$ cat src/rtl/nibble_serial_add_seq.sv
// WIDTH-bit adder built by stepping an external 4-bit ripple-carry adder
// over the operands one nibble per clock, little-endian.
module nibble_serial_add_seq #(
  parameter int WIDTH = 16
) (
  input  logic             clk,
  input  logic             reset,
  input  logic             in_valid,
  output logic             in_ready,
  input  logic [WIDTH-1:0] in_a,
  input  logic [WIDTH-1:0] in_b,
  input  logic             in_ci,
  output logic [3:0]       add_r1,
  output logic [3:0]       add_r2,
  output logic             add_ci,
  input  logic [3:0]       add_result,
  input  logic             add_carry,
  output logic             out_valid,
  input  logic             out_ready,
  output logic [WIDTH-1:0] out_sum,
  output logic             out_carry
);

  localparam int NIBBLES = WIDTH / 4;
  localparam int IDX_W   = (NIBBLES > 1) ? $clog2(NIBBLES) : 1;
  localparam logic [IDX_W-1:0] LAST_IDX = IDX_W'(NIBBLES - 1);

  // state   | meaning
  // S_IDLE  | waiting for an operand pair, in_ready high
  // S_RUN   | one nibble through the adder per cycle
  // S_DONE  | sum presented, held until out_ready
  typedef enum logic [1:0] {
    S_IDLE = 2'd0,
    S_RUN  = 2'd1,
    S_DONE = 2'd2
  } state_t;

  state_t           r_state;
  state_t           w_state_nxt;
  logic [WIDTH-1:0] r_a;
  logic [WIDTH-1:0] r_b;
  logic [WIDTH-1:0] r_sum;
  logic             r_carry;
  logic [IDX_W-1:0] r_idx;

  always_ff @(posedge clk) begin
    if (reset) begin
      r_state <= S_IDLE;
      r_a     <= '0;
      r_b     <= '0;
      r_sum   <= '0;
      r_carry <= 1'b0;
      r_idx   <= '0;
    end else begin
      r_state <= w_state_nxt;
      case (r_state)
        S_IDLE: begin
          if (in_valid) begin
            r_a     <= in_a;
            r_b     <= in_b;
            r_carry <= in_ci;
            r_idx   <= '0;
          end
        end
        S_RUN: begin
          for (int n = 0; n < NIBBLES; n++) begin
            if (r_idx == IDX_W'(n)) r_sum[4*n +: 4] <= add_result;
          end
          r_carry <= add_carry;
          // idx parks on the last nibble; the next accept clears it
          if (r_idx != LAST_IDX) r_idx <= r_idx + 1'b1;
        end
        default: ;
      endcase
    end
  end

  always_comb begin
    w_state_nxt = r_state;
    in_ready    = 1'b0;
    add_r1      = 4'd0;
    add_r2      = 4'd0;
    add_ci      = 1'b0;
    out_valid   = 1'b0;
    out_sum     = '0;
    out_carry   = 1'b0;
    case (r_state)
      S_IDLE: begin
        in_ready = 1'b1;
        if (in_valid) w_state_nxt = S_RUN;
      end
      S_RUN: begin
        for (int n = 0; n < NIBBLES; n++) begin
          if (r_idx == IDX_W'(n)) begin
            add_r1 = r_a[4*n +: 4];
            add_r2 = r_b[4*n +: 4];
          end
        end
        add_ci = r_carry;
        if (r_idx == LAST_IDX) w_state_nxt = S_DONE;
      end
      S_DONE: begin
        out_valid = 1'b1;
        out_sum   = r_sum;
        out_carry = r_carry;
        if (out_ready) w_state_nxt = S_IDLE;
      end
      default: w_state_nxt = S_IDLE;
    endcase
  end

endmodule

$ cat config.mk
export PLATFORM = sky130hd
export DESIGN_NAME = nibble_serial_add_seq
export DESIGN_NICKNAME = d
export VERILOG_FILES = /design/src/rtl/nibble_serial_add_seq.sv
export SDC_FILE = /design/constraint.sdc
export NUM_CORES = 1
export LEC_CHECK = 0
export BUFFER_PORTS_ARGS = -buffer_cell sky130_fd_sc_hd__buf_2
export CAP_MARGIN = 25
export CORE_MARGIN = 1
export CORE_UTILIZATION = 52
export CTS_CLUSTER_DIAMETER = 150
export DETAILED_ROUTE_END_ITERATION = 16
export PLACE_DENSITY = 0.87
export SYNTH_ARGS = -nofsm -noshare
export SYNTH_HDL_FRONTEND = slang
export SYNTH_SLANG_ARGS = --single-unit
export TNS_END_PERCENT = 20
$ cat constraint.sdc
create_clock -name clk -period 4.18 [get_ports clk]
set_input_delay 0.836 -clock clk [delete_from_list [all_inputs] [get_ports clk]]
set_output_delay 0.836 -clock clk [all_outputs]
set_load 0.02 [all_outputs]
Yosys cells after proc, flatten, opt, wreduce, memory -nomap -nowiden. Index checks and enable logic that the tools add are counted.

Register bits: 53. Input bits: 42.

Reductions and logical operators: 11. Equality and inequality tests: 10. Add/sub/neg operators: 1. Muxes and demuxes: 24.

Operator list (number): two-way mux 4 bit (10); two-way mux 16 bit (1); AND reduction 2 bit (6); two-way mux 2 bit (5); inequality test 2 bit (second input constant) (5); == test 2 bit (second input constant) (3); case mux 2 bit (3 select lines) (1); AND reduction 3 bit (2); two-way mux 1 bit (5); == test 2 x 1 -> 1 bit (second input constant) (2); zero test 2 bit (2); case mux 2 bit (2 select lines) (1); adder 2 x 1 -> 2 bit (second input constant) (1); case mux 1 bit (2 select lines) (1); nonzero test 2 bit (1).

Longest topological paths before layout.
Depth after elaboration: 6. Mapped depth: 6. Gate-level depth less buffers: 5.

Worst setup path before layout. OpenSTA, ideal clock, no wires.

Kind: flip-flop to output port. Start: reg r_idx[1]. End: out add_r1[0]. Path slack: 1.546 ns. Stages on the path, launching flop included: 6. Path buffers: 1. Required time: 3.344 ns. Arrival time: 1.798 ns. Path through: dfxtp_1 -> inv_1 -> ha_1 -> clkbuf_1 -> a221oi_1 -> o41ai_1.

Word-level cells in the longest chain between the ends: 6.

RTL lines: start: declaration (RTL line 44) `logic [IDX_W-1:0] r_idx;`; start signal: assignment (RTL line 71) `if (r_idx != LAST_IDX) r_idx <= r_idx + 1'b1;`; zero test 2 bit (RTL line 94) `if (r_idx == IDX_W'(n)) begin`; two-way mux 4 bit (3 in a row) (RTL line 94); two-way mux 4 bit * (RTL line 94); two-way mux 4 bit * (RTL line 87) `case (r_state)`; end: declaration (RTL line 13) `output logic [3:0] add_r1,`.

Every way passes the cells marked *; elsewhere a longest branch is shown, timed or not.

Final worst setup path.
Start: reg r_idx[1]. End: out add_r2[0].

Word-level cells in the longest chain between the ends: 6.

RTL lines: zero test 2 bit (RTL line 94); two-way mux 4 bit (3 in a row) (RTL line 94); two-way mux 4 bit * (RTL line 94); two-way mux 4 bit * (RTL line 87); end: declaration (RTL line 14) `output logic [3:0] add_r2,`.

Marks and branches as above.

==> summary.txt <==
Global route
  • Largest net degree at the start of global routing: 54
  • Vias in the first global route: around 2100
  • GRT Total Usage: between 20% and 30%
  • GRT overflow: 0
  • First-pass GRT wire length: around 9.2 mm
  • Initial antenna violation count: 0

STA
  • Clk_skew: 0.00764 ns
  • Slew headroom: 38.9%
  • Worst hold slack: 0.453 ns
  • RSZ-0062 raised after global routing: false
  • Min Tclk post-route: 3.41 ns
  • Final setup viols: 0
  • Worst Max-Slew Pin Slew: approximately 0.92 ns
  • Final hold violations: 0
  • Achievable frequency: 293 MHz
  • Tcrit/Tclk final: 81.6%
  • Final number of max-transition violations: 0
  • Setup TNS: 0 ns

CTS
  • TritonCTS clock tree: done
  • Clk sinks: 53
  • CTS Hold Bufs: 0
  • Number of CTS-inserted buffers: 5
  • Skew-Pair Late Insertion Delay: 0.31 ns
  • Root buffer cell: clkbuf_8
  • Reg clk slew, reported paths: 0.09 ns
  • Max clock buf depth: 2
  • # resized after CTS: 0
  • H-tree levels: 2
  • Post-CTS setup buffer count: 0

Detailed routing
  • Antenna-violating nets left: 0
  • Vias: approximately 2200
  • DR pass1 iterations: 4
  • DRT iter0 DRCs: about 170
  • WL per Instance: 13.0 um
  • Vias per cell: 5.42
  • Total wire length: between 5 and 6 mm
  • DRC errors left: 0

Placement
  • Dpl cell area: 2700 um^2
  • Placer congestion estimate: 0.777
  • PortBufs: a little under 70
  • HPWL Detailed: 3.65 mm

Synth
  • Sequential area share after synthesis: between 40% and 50%
  • Cells after synthesis: 305
  • Cell area after synthesis: 2400 um^2
  • Syn Area/Cell: roughly 7.9 um^2
  • Syn_nets: 351
  • #FFs+latches synth: 53
  • YS warnings: 0
  • Netlist cell types: 25

Die
  • DIE AREA: 4890 um^2
  • Cell Rows: 24
  • Die width: ~70 um
  • Initial Util: 54.8%
  • Core footprint: 4380 um^2
  • Die height: 70.0 um
  • I/O pin count: 70

Setup path
  • Crit-path max cell delay: 0.61 ns
  • CP Cell Sequence: inv_1, ha_1, nor2b_1, a221oi_1, o41ai_1, buf_2
  • Crit start category: register
  • CP max-delay cell: nor2b_1
  • WP data required: 3.34 ns
  • R2R cell count: 4
  • Critical path type: register to primary output
  • Crit Path Max Fanout: 14
  • CP Capture Type: primary output
  • Worst endpoint data arrival time: 2.57 ns
  • RR Startpoint: r_idx[0]
  • FF-to-FF setup slack: 2.26 ns
  • Setup crit start: r_idx[1]
  • Reg-to-reg endpoint: r_sum[13]

Min path
  • Worst Hold Path EP: r_sum[10]
  • HP Start: r_sum[10]
  • Hold Path Class: register to register
  • Worst hold path stage count: 2

Cells and area
  • Fin util: 64.0%
  • Area Overhead vs Synth: 16.8%
  • Register area: roughly 1100 um^2
  • Final Cell Area: 2810 um^2
  • Share of layout cells above drive strength 1: around 23%
  • Fill count: 390
  • Nets: 403
  • Inserted Diodes: 0
  • Area of the multi-input gates: 1180 um^2

Flow run
  • Max-cap violations: 0

Run status
  • Outcome: completed

Power and ir drop
  • Design Power: 0.993 mW
  • Pleak: 1.17 nW
  • Peak VDD IR: 0.261 mV
  • Power density over the cells: roughly 350 nW/um^2
-- worst max path at each step --
stage | endpoint | slack [ns]
2_1_floorplan | add_r1[0] | 1.55
3_3_place_gp | add_r2[0] | 1.25
3_5_place_dp | add_r2[0] | 1.14
4_1_cts | add_r2[0] | 0.79
5_1_grt | add_r2[1] | 0.58
6_report | add_r2[0] | 0.77
-- where the power goes --
group          internal (mW)  total (mW)  switching [mW]
combinational         0.0542       0.137          0.0824
sequential             0.531       0.547          0.0162
clock                  0.150       0.310           0.160
total                  0.735       0.993           0.259
-- cell usage after synthesis, drive strengths merged --
cell,number,area share (%)
nand2,80,13
nand3,24,5.0
o211ai,2,0.63
clkbuf,11,1.7
dfxtp,53,44
nor4,1,0.26
o21a,1,0.31
inv,2,0.31
a221oi,8,2.9
buf,16,4.9
or3b,1,0.36
nor3b,1,0.52
ha,4,2.1
nand2b,2,0.52
nor2b,11,2.9
o41ai,8,2.9
nand3b,5,1.6
or3,1,0.26
nor2,4,0.63
a21oi,51,11
nor3,1,0.21
and2,18,4.7
-- stage by stage --
stage / instances / setup WS, ns
floorplan: 305 / 1.55
global placement: 401 / 1.25
detailed placement: 402 / 1.14
CTS: 410 / 0.789
global route: 410 / 0.579
finish: 410 / 0.769
-- sequential cells by signal, indices dropped and copies added (netlist names) --
signal   cells
r_idx        2
r_b         16
r_sum       16
r_a         16
r_carry      1
r_state      2
-- layout make-up --
cell class / count / share of cell area [%]
clock inverter: 1 / 0.178
sequential: 53 / 37.8
multi-input combinational: 223 / 42.1
clock buffer: 7 / 3.43
inverter: 2 / 0.268
tap: 52 / 2.32
timing repair buffer: 72 / 13.8
-- cell usage in the layout, fill, tap and decap left out, drive strengths merged --
| master | n |
|---|---|
| a21oi | 51 |
| a221oi | 8 |
| and2 | 18 |
| buf | 72 |
| clkbuf | 7 |
| clkinv | 1 |
| dfxtp | 53 |
| ha | 4 |
| inv | 2 |
| nand2 | 80 |
| nand2b | 2 |
| nand3 | 24 |
| nand3b | 5 |
| nor2 | 4 |
| nor2b | 11 |
| nor3 | 1 |
| nor3b | 1 |
| nor4 | 1 |
| o211ai | 2 |
| o21a | 1 |
| o41ai | 8 |
| or3 | 1 |
| or3b | 1 |
-- logic make-up (layout without fill, tap and decap cells) --
logic type	Yosys count	after routing	share of synthesized area, %
and+or+nand+nor	149	149	29.4
DFF	53	53	44.2
AOI/OAI and AO/OA	70	70	17.4
adders and majority gates	4	4	2.08
buffers and inverters	29	82	6.93
-- worst max-delay path, delay by kind of cell, from the launching register on --
| family | cells | cell delay (ns) |
|---|---|---|
| adder cells (fa/ha/maj) | 1 | 0.37 |
| AO/OA/AOI/OAI | 2 | 0.58 |
| flip-flops | 1 | 0.38 |
| buffers and inverters | 2 | 0.32 |
| AND/OR/NAND/NOR | 1 | 0.61 |
-- metal layers --
layer	up-vias	routed length [um]	global-route usage (%)
met5	-	0	0
met4	0	91	9.56
met3	9	377	5.77
met2	92	2580	39.7
met1	989	2300	28.2
li1	1134	-	-
(Power assumes the default switching activity.)
